`src/rtl/tff_pkg.sv`:
```
// Shared definitions for the T flip-flop counter: direction constants and
// the toggle-vector helper used to build q_next = q ^ tvec.
package tff_pkg;

    localparam logic CNT_DOWN  = 1'b0;
    localparam logic CNT_UP    = 1'b1;
    localparam int   MAX_WIDTH = 32;

    // Ceiling log2 of a 64-bit value; clog2(1) = 0, clog2(16) = 4, clog2(10) = 4.
    function automatic int clog2(input logic [63:0] value);
        logic [63:0] v;
        int          r;
        v = value - 64'd1;
        r = 0;
        for (int i = 0; i < 64; i++) begin
            if (v[i]) r = i + 1;
        end
        return r;
    endfunction

    // Per-bit T vector that moves q one step in the requested direction,
    // wrapping at the ends of 0..modulus-1.
    // Power-of-two moduli use the classic toggle chain limited to log2(modulus)
    // bits (so wrap falls out of the carry naturally); other moduli compute the
    // target value and toggle exactly the differing bits.
    function automatic logic [MAX_WIDTH-1:0] tvec_calc(
        input logic [MAX_WIDTH-1:0] q,
        input logic                 up_dn,
        input logic [63:0]          modulus
    );
        logic [MAX_WIDTH-1:0] tvec;
        logic [MAX_WIDTH-1:0] target;
        logic [MAX_WIDTH-1:0] max_val;
        logic                 carry;
        int                   nbits;
        tvec    = '0;
        target  = '0;
        carry   = 1'b1;
        max_val = MAX_WIDTH'(modulus - 64'd1);
        nbits   = clog2(modulus);
        if ((modulus & (modulus - 64'd1)) == 64'd0) begin
            for (int i = 0; i < MAX_WIDTH; i++) begin
                if (i < nbits) begin
                    tvec[i] = carry;
                    carry   = carry & ((up_dn == CNT_UP) ? q[i] : ~q[i]);
                end
            end
        end else begin
            if (up_dn == CNT_UP) begin
                target = (q == max_val) ? '0 : q + 32'd1;
            end else begin
                target = (q == '0) ? max_val : q - 32'd1;
            end
            tvec = q ^ target;
        end
        return tvec;
    endfunction

endpackage

```
`src/rtl/tff_counter_sync_if.sv`:
```
// Control/status bundle of the T flip-flop counter. The master drives the
// count controls; the slave (the counter) returns state and flags.
interface tff_counter_sync_if #(
    parameter int WIDTH = 4
);
    logic             en;
    logic             up_dn;
    logic             load;
    logic [WIDTH-1:0] load_val;
    logic [WIDTH-1:0] q;
    logic [WIDTH-1:0] q_inverse;
    logic             tc;
    logic             wrap;
    logic             load_err;

    modport master (
        output en, up_dn, load, load_val,
        input  q, q_inverse, tc, wrap, load_err
    );

    modport slave (
        input  en, up_dn, load, load_val,
        output q, q_inverse, tc, wrap, load_err
    );
endinterface

```
`src/rtl/tff_cell.sv`:
```
// One T flip-flop with synchronous reset to rst_val and a synchronous load
// that overrides t. q_inverse is its own register so it never lags q.
module tff_cell (
    input  logic clk,
    input  logic rst,
    input  logic rst_val,
    input  logic t,
    input  logic ld,
    input  logic d,
    output logic q,
    output logic q_inverse
);

    // Bit state: reset > load > toggle, otherwise hold.
    always_ff @(posedge clk) begin
        // NOTE: sequential state uses non-blocking assignments so every flop
        // samples pre-edge values regardless of statement order.
        if (rst) begin
            q         <= rst_val;
            q_inverse <= ~rst_val;
        end else if (ld) begin
            q         <= d;
            q_inverse <= ~d;
        end else if (t) begin
            q         <= ~q;
            q_inverse <= q;
        end
    end

endmodule

```
`src/rtl/tff_counter_sync.sv`:
```
// Parametrised synchronous up/down modulo counter built from WIDTH T flip-flops.
// Priority per edge: rst > load > en. Out-of-range loads clamp to MODULUS-1
// and pulse load_err; wrapping pulses wrap.
// Optional build macro TFF_COUNTER_SATURATE_EN: the counter saturates at both
// ends instead of wrapping and wrap is tied to 0.
module tff_counter_sync
    import tff_pkg::*;
#(
    parameter int              WIDTH     = 4,
    parameter longint unsigned MODULUS   = 16,
    parameter longint unsigned RESET_VAL = 0
) (
    input  logic               clk,
    input  logic               rst,
    tff_counter_sync_if.slave  bus
);

    // Parameter legality is checked at elaboration.
    if (WIDTH < 1 || WIDTH > MAX_WIDTH) begin : g_bad_width
        $error("tff_counter_sync: WIDTH must be 1..32");
    end
    if (MODULUS < 2 || MODULUS > (64'd1 << WIDTH)) begin : g_bad_modulus
        $error("tff_counter_sync: MODULUS must be 2..2**WIDTH");
    end
    if (RESET_VAL >= MODULUS) begin : g_bad_reset
        $error("tff_counter_sync: RESET_VAL must be below MODULUS");
    end

    localparam logic [63:0]      MOD64   = 64'(MODULUS);
    localparam logic [WIDTH-1:0] MAX_VAL = WIDTH'(MODULUS - 64'd1);
    localparam logic [WIDTH-1:0] RST_VAL = WIDTH'(RESET_VAL);

    logic [WIDTH-1:0] q;
    logic [WIDTH-1:0] q_inverse;
    logic [WIDTH-1:0] tvec;
    logic [WIDTH-1:0] load_d;
    logic             tc;
    logic             load_oor;
    logic             load_err_r;

    // Terminal count: last value in the current direction, independent of en.
    always_comb begin
        // NOTE: every always_comb output gets a default first so no path
        // leaves it unassigned and infers a latch.
        tc = 1'b0;
        if (bus.up_dn == CNT_UP) begin
            tc = (q == MAX_VAL);
        end else begin
            tc = (q == '0);
        end
    end

    // Toggle vector for the next edge; zero when disabled (or pinned at an end
    // in the saturating build).
    always_comb begin
        tvec = '0;
        if (bus.en) begin
            tvec = WIDTH'(tvec_calc(MAX_WIDTH'(q), bus.up_dn, MOD64));
        end
`ifdef TFF_COUNTER_SATURATE_EN
        if (tc) begin
            tvec = '0;
        end
`endif
    end

    // Load value clamped into range; the clamp itself is the error condition.
    always_comb begin
        load_oor = (64'(bus.load_val) >= MOD64);
        load_d   = load_oor ? MAX_VAL : bus.load_val;
    end

    for (genvar i = 0; i < WIDTH; i++) begin : g_cell
        tff_cell u_cell (
            .clk       (clk),
            .rst       (rst),
            .rst_val   (RST_VAL[i]),
            .t         (tvec[i]),
            .ld        (bus.load),
            .d         (load_d[i]),
            .q         (q[i]),
            .q_inverse (q_inverse[i])
        );
    end

    // load_err: one-cycle pulse after a clamped load, cleared by anything else.
    always_ff @(posedge clk) begin
        if (rst) begin
            load_err_r <= 1'b0;
        end else begin
            load_err_r <= bus.load & load_oor;
        end
    end

`ifdef TFF_COUNTER_SATURATE_EN
    assign bus.wrap = 1'b0;
`else
    logic wrap_r;

    // wrap: one-cycle pulse after a counting edge taken at the terminal count.
    always_ff @(posedge clk) begin
        if (rst || bus.load) begin
            wrap_r <= 1'b0;
        end else begin
            wrap_r <= bus.en & tc;
        end
    end

    assign bus.wrap = wrap_r;
`endif

    assign bus.q         = q;
    assign bus.q_inverse = q_inverse;
    assign bus.tc        = tc;
    assign bus.load_err  = load_err_r;

endmodule

```
`src/flat_wrapper.sv`:
```
// flat-port wrapper written by rule: the top's interface ports become plain ports
module tff_counter_sync_flat import tff_pkg::*;
#(
    parameter int              WIDTH     = 4,
    parameter longint unsigned MODULUS   = 16,
    parameter longint unsigned RESET_VAL = 0
)
  (clk, rst, bus_en, bus_up_dn, bus_load, bus_load_val, bus_q, bus_q_inverse, bus_tc, bus_wrap, bus_load_err);
  tff_counter_sync_if #(.WIDTH(WIDTH)) bus_i ();
  input  logic clk;
  input  logic rst;
  input wire logic [$bits(bus_i.en)-1:0] bus_en;
  input wire logic [$bits(bus_i.up_dn)-1:0] bus_up_dn;
  input wire logic [$bits(bus_i.load)-1:0] bus_load;
  input wire logic [$bits(bus_i.load_val)-1:0] bus_load_val;
  output wire logic [$bits(bus_i.q)-1:0] bus_q;
  output wire logic [$bits(bus_i.q_inverse)-1:0] bus_q_inverse;
  output wire logic [$bits(bus_i.tc)-1:0] bus_tc;
  output wire logic [$bits(bus_i.wrap)-1:0] bus_wrap;
  output wire logic [$bits(bus_i.load_err)-1:0] bus_load_err;
  assign bus_i.en = bus_en;
  assign bus_i.up_dn = bus_up_dn;
  assign bus_i.load = bus_load;
  assign bus_i.load_val = bus_load_val;
  assign bus_q = bus_i.q;
  assign bus_q_inverse = bus_i.q_inverse;
  assign bus_tc = bus_i.tc;
  assign bus_wrap = bus_i.wrap;
  assign bus_load_err = bus_i.load_err;
  tff_counter_sync #(.WIDTH(WIDTH), .MODULUS(MODULUS), .RESET_VAL(RESET_VAL)) u_core (.clk(clk), .rst(rst), .bus(bus_i));
endmodule
```
`config.mk`:
```
export PLATFORM = sky130hd
export DESIGN_NAME = tff_counter_sync_flat
export DESIGN_NICKNAME = d
export VERILOG_FILES = /design/src/rtl/tff_pkg.sv /design/src/rtl/tff_counter_sync_if.sv /design/src/rtl/tff_cell.sv /design/src/rtl/tff_counter_sync.sv /design/src/flat_wrapper.sv
export SDC_FILE = /design/constraint.sdc
export NUM_CORES = 1
export LEC_CHECK = 0
export ABC_AREA = 1
export CORE_AREA = 2 2 39 41
export DETAILED_ROUTE_END_ITERATION = 8
export DIE_AREA = 0 0 41 43
export GPL_ROUTABILITY_DRIVEN = 0
export PLACE_DENSITY_LB_ADDON = 0.25
export SYNTH_ARGS = -nofsm -noshare
export SYNTH_HDL_FRONTEND = slang
export SYNTH_SLANG_ARGS = --single-unit
```
`constraint.sdc`:
```
create_clock -name clk -period 1.8 [get_ports clk]
set_input_delay 0.36 -clock clk [delete_from_list [all_inputs] [get_ports clk]]
set_output_delay 0.36 -clock clk [all_outputs]
set_load 0.02 [all_outputs]
```
==> results of run 1 <==
[layout make-up]
cell class              count  area (sq um)
flip-flops and latches      9           180
fillers                   139           683
inverters                   7          26.3
multi-input cells          53           250
clock buffers               4          26.3
repair buffers             21           198
well taps                  16          20.0
[cells in the final DEF, fill, tap and decap left out, types with 2 or more instances in the layout]
cell	Yosys	routed
clkdlybuf4s50_1	0	17
inv_1	6	6
nand2_1	22	22
nor2_1	7	7
dfxtp_1	9	9
nand3_1	10	10
o21ai_1	2	2
buf_4	9	3
clkbuf_4	0	3
nand3_2	2	2
o21ai_0	2	2
[stage by stage]
stage	setup slack, ns	std cells	utilization (%)	hold slack (ns)	total power, W
after global routing	0.0276	110	50.6	0.482	0.000586
after CTS	0.0658	110	50.6	0.469	0.000559
final	0.0691	110	50.6	0.466	0.000555
after detailed placement	-0.363	106	49.1	0.448	0.000397
after global placement	-0.321	106	49.1	0.445	0.000396
after floorplan	0.567	79	-	0.429	0.000349
[state kept, by name, indices dropped and copies added (netlist names)]
name	flops
u_core.bus.wrap	1
u_core.g_cell.u_cell.q	4
u_core.g_cell.u_cell.q_inverse	4
[per-layer routing]
metal	global-route usage, %	up-vias	part of all wire, %
li1	-	277	-
met1	20.8	223	49
met2	19.4	19	42
met3	4.71	4	6.3
met4	10.0	0	2.1
met5	0	-	0
[power breakdown]
part           switching [W]  internal, W
logic              0.0000845    0.0000741
clock network      0.0000784    0.0000857
registers          0.0000151     0.000217
[critical path: cells and delay by family]
| family | cells | cell delay [ns] |
|---|---|---|
| simple gates | 3 | 0.26 |
| buf+inv | 3 | 0.75 |
[how the worst max path moves through the flow]
stage,from,end,slack [ns],depth (start not counted)
finish,bus_up_dn,bus_tc,0.07,6
global route,u_core.g_cell[0].u_cell.q,bus_q[0],0.03,2
CTS,bus_up_dn,bus_tc,0.07,6
detailed placement,bus_up_dn,bus_tc,-0.36,6
global placement,bus_up_dn,bus_tc,-0.32,5
floorplan,u_core.g_cell[0].u_cell.q,bus_tc,0.57,3
[kinds of logic after synthesis]
logic type | after synthesis | synth area share (%)
AO/OA/AOI/OAI | 8 | 9.11
buffers and inverters | 17 | 19.6
flip-flops | 9 | 33.6
other | 1 | 0.700
AND/OR/NAND/NOR | 44 | 36.9
==> summary.txt, run 1 <==
Run status
  – Run status: finished, final reports clean

Layout
  – Nets: 104
  – Post-route cell area: 701 sq um
  – Area growth, synth to finish: 30.8%
  – Share of post-route cells with drive strength above 1: 12.8%
  – N_diodes: 0

Synth
  – Netlist cell types: 19
  – Synth top cells by count: 22 x nand2_1, 10 x nand3_1, 9 x buf_4, 9 x dfxtp_1, 7 x nor2_1
  – Synth async-reset ratio: 0%
  – Most common cell in the netlist: nand2_1
  – Synthesized area: 536 sq um
  – Synth area leader: dfxtp_1
  – Syn nets: 88
  – Avg Inst Size Synth: 6.78 sq um
  – Seq/Total Area, Yosys: 33.6%
  – EDFF count, synth: 0
  – Top-area cell type share of the netlist area: 33.6%
  – Synth area leaders: dfxtp_1 34%, nand2_1 15%, buf_4 13%
  – Synthesized flop and latch total: 9
  – Mapped Cells: 79
  – YS warnings: 0
  – Main flop type after synthesis: dfxtp_1

Job
  – Max Cap Viol: 0

Route
  – Final Routed Wirelength: 1120 um
  – Post-DRT Antenna Nets: 0
  – Routed vias/inst: 4.75
  – Routed len/inst: 10.2 um
  – DRT Pass-1 Iters: 4
  – DRC errors left: 0
  – Via count: 523
  – Initial DRC count: 21

STA
  – Final period utilization: 96.2%
  – Max-slew violation count: 0
  – RSZ-0062 raised after global routing: false
  – Count of final setup violators: 0
  – Setup_tns: 0 ns
  – Clk_skew: 0.00106 ns
  – Clock period minus worst slack: 1.73 ns
  – Final Hold Fails: 0
  – Max Freq: 0.578 GHz

GRT
  – Global-route wire length before repair: 1800 um
  – Vias in the first global route: 446
  – Grt total ovfl: 0
  – Initial antenna violation count: 0
  – Largest net degree at the start of global routing: 17
  – Global Route Usage Sum: 15.1%

Critical path
  – Critical path arrival: 1.37 ns
  – Slowest stage delay, CP: 0.43 ns
  – Launching point of the worst reg2reg path: u_core.g_cell[1].u_cell.q
  – CP Class: in -> out
  – WP data required: 1.44 ns
  – Critical Path Source Type: primary input
  – Cells on worst reg2reg path: 6
  – Slowest CP cell: clkdlybuf4s50_1
  – Reg-to-reg slack, setup: 0.71 ns
  – R2r endpoint: u_core.g_cell[2].u_cell.q_inverse
  – Crit path cell chain: clkdlybuf4s50_1 -> buf_4 -> nor2_1 -> nand3_1 -> nand2_1 -> buf_2
  – CP endpoint kind: output pin
  – Worst Path Max Fanout: 4

Die
  – Initial core utilization: 38.7%
  – Die area: 0.00176 sq mm
  – Die Ht: 43 um
  – Die width: 41 um
  – IO Count: 20
  – Row cnt: 14
  – Core area: 0.00138 sq mm

Clocking
  – CTS tree: built
  – H-tree levels: 1
  – Clk sinks: 9
  – # resized after CTS: 4
  – Setup bufs post-CTS: 0
  – Root buf cell: clkbuf_4
  – Clock Tree Buf Depth: 2
  – Clock latency at the later pin of the worst-skew pair: 0.26 ns
  – Total CTS buffers: 3
  – Hold_buf cts: 0
  – Worst-path clk slew: 0.07 ns

Hold path
  – Worst min path class: reg -> reg
  – Hold Crit Start: u_core.g_cell[2].u_cell.q_inverse
  – Hold depth: 2
  – WHS Endpoint: u_core.g_cell[2].u_cell.q_inverse

Power
  – Static Leakage: 0.331 nW
  – Peak VDD IR: 0.000292 V
  – Pwr Density: 792 mW/mm^2

Placement
  – PortBufs: 18
  – DP Area: 679 sq um
  – Hpwl dp: 854 um
Note: power is estimated with default switching activity, not from simulation.
==> inputs of run 2 (changes only) <==
Settings changed: CORE_AREA 2 2 39 41 to 2 2 40 42, DIE_AREA 0 0 41 43 to 0 0 42 44.
==> summary.txt, run 2 (synthesis gave the netlist of run 1 again) <==
Critical path
  – WP data required: 1.44 ns
  – Worst Path Max Fanout: 5
  – Slowest CP cell: clkdlybuf4s50_1
  – Critical path arrival: 1.35 ns
  – Worst path bufs/invs: 2
  – CP Class: reg -> out
  – Crit path max-delay family: buffers and inverters
  – Slowest stage delay, CP: 0.59 ns
  – Critical Path Source Type: flop
  – CP endpoint kind: output pin
  – Crit path cell chain: buf_4 -> clkdlybuf4s50_1

Clocking
  – Total CTS buffers: 3
  – H-tree levels: 1
  – Clock latency at the later pin of the worst-skew pair: 0.27 ns
  – Clk sinks: 9
  – Clock Tree Buf Depth: 2
  – CTS tree: built
  – Root buf cell: clkbuf_4
  – Worst-path clk slew: 0.07 ns

GRT
  – Grt met1 use: 15.9%
  – Vias in the first global route: 433
  – Initial antenna violation count: 0
  – M3 GR Usage: 3.33%
  – Largest net degree at the start of global routing: 17
  – Met2 GRT Util: 19.1%
  – Global-route wire length before repair: 1770 um
  – Gr busiest metal: met2
  – Global Route Usage Sum: 13.4%
  – Grt total ovfl: 0

STA
  – Final period utilization: 94.9%
  – Max-slew violation count: 0
  – Count of final setup violators: 0
  – Max Freq: 0.586 GHz
  – Clock period minus worst slack: 1.71 ns
  – Final Hold Fails: 0
  – Clk_skew: 0.00306 ns
  – RSZ-0062 raised after global routing: false

Route
  – Initial DRC count: 25
  – Via count: 550
  – Final Routed Wirelength: 1080 um
  – DRC errors left: 0
  – Post-DRT Antenna Nets: 0
  – Routed vias/inst: 5.00
  – DRT Pass-1 Iters: 4
  – Routed len/inst: 9.84 um

Die
  – Die area: 0.00185 sq mm
  – IO Count: 20
  – Initial core utilization: 37.7%
  – Die width: 42 um
  – Die Ht: 44 um
  – Core area: 0.00142 sq mm
  – Row cnt: 14

Job
  – Max Cap Viol: 0

Layout
  – Highest-count cells in the layout ignoring fill and taps: 22 x nand2_1, 17 x clkdlybuf4s50_1, 10 x nand3_1, 9 x dfxtp_1, 7 x nor2_1
  – Post-route cell area: 703 sq um
  – Final std cells w/o fill: 110
  – Final Util: 49.6%
  – N_diodes: 0
  – Share of post-route cells with drive strength above 1: 12.8%
  – Area growth, synth to finish: 31.3%
  – Commonest non-fill, non-tap cell in the layout: nand2_1
  – Nets: 104

Run status
  – Run status: finished, final reports clean

Placement
  – PortBufs: 18
  – DP Area: 679 sq um
  – Hpwl dp: 824 um
  – Post-Place Cells: 106

Hold path
  – Worst min path class: reg -> reg

Power
  – Peak VDD IR: 0.000395 V
  – Static Leakage: 0.331 nW
  – Pwr Density: 790 mW/mm^2
run 2: cell count changes in the layout (fill, tap and decap cells not counted):
cell / delta
buf_2: -1
buf_4: +1
run 2: path summary, 6_finish.rpt:
kind                                          start                                end  slack, ns  depth (start not counted)
hold reg to reg   u_core.g_cell[1].u_cell.q_inverse  u_core.g_cell[1].u_cell.q_inverse       0.46                          2
setup / recovery          u_core.g_cell[0].u_cell.q                           bus_q[0]       0.09                          2
setup reg to reg          u_core.g_cell[1].u_cell.q          u_core.g_cell[3].u_cell.q       0.73                          6
hold / removal    u_core.g_cell[1].u_cell.q_inverse  u_core.g_cell[1].u_cell.q_inverse       0.46                          2
run 2: per-layer routing:
layer / wire, um / vias up / share of wire [%]
li1: - / 276 / -
met1: 508 / 246 / 47
met2: 455 / 23 / 42
met3: 77 / 5 / 7.1
met4: 40 / 0 / 3.7
met5: 0 / - / 0
run 2: cell type report:
cell class / count / area [sq um]
tap: 16 / 20.0
clock buffer: 4 / 26.3
inverter: 7 / 26.3
multi-input combinational: 53 / 250
fill: 142 / 716
sequential: 9 / 180
timing repair buffer: 21 / 200
run 2: worst reg2reg max path, stage by stage, from the launching register on:
cell and delay, ns:
dfxtp_1 0.39, nand3_1 0.11, buf_4 0.15, nand3_2 0.08
nand4_1 0.11, nand2_1 0.08, nor2_1 0.04
run 2: metrics by stage:
step | TNS [ns] | hold WS, ns | total power, W | worst slack, ns
final | 0 | 0.459 | 0.000556 | 0.0924
after global routing | 0 | 0.499 | 0.000591 | 0.00126
after CTS | 0 | 0.464 | 0.000559 | 0.0797
after detailed placement | -0.354 | 0.446 | 0.000397 | -0.354
after global placement | -0.323 | 0.444 | 0.000396 | -0.323
after floorplan | 0 | 0.429 | 0.000349 | 0.567
run 2: timing repair:
action,4_1_cts,5_1_grt
buffers inserted,0,0
hold buffers,0,0
gates cloned,0,0
pin swaps,0,1
setup endpoints to repair,1,1
gates resized for setup,4,1
run 2: where the power goes:
group | switching (W) | internal [W]
Clock | 0.0000786 | 0.0000859
Combinational | 0.0000847 | 0.0000750
Sequential | 0.0000143 | 0.000217
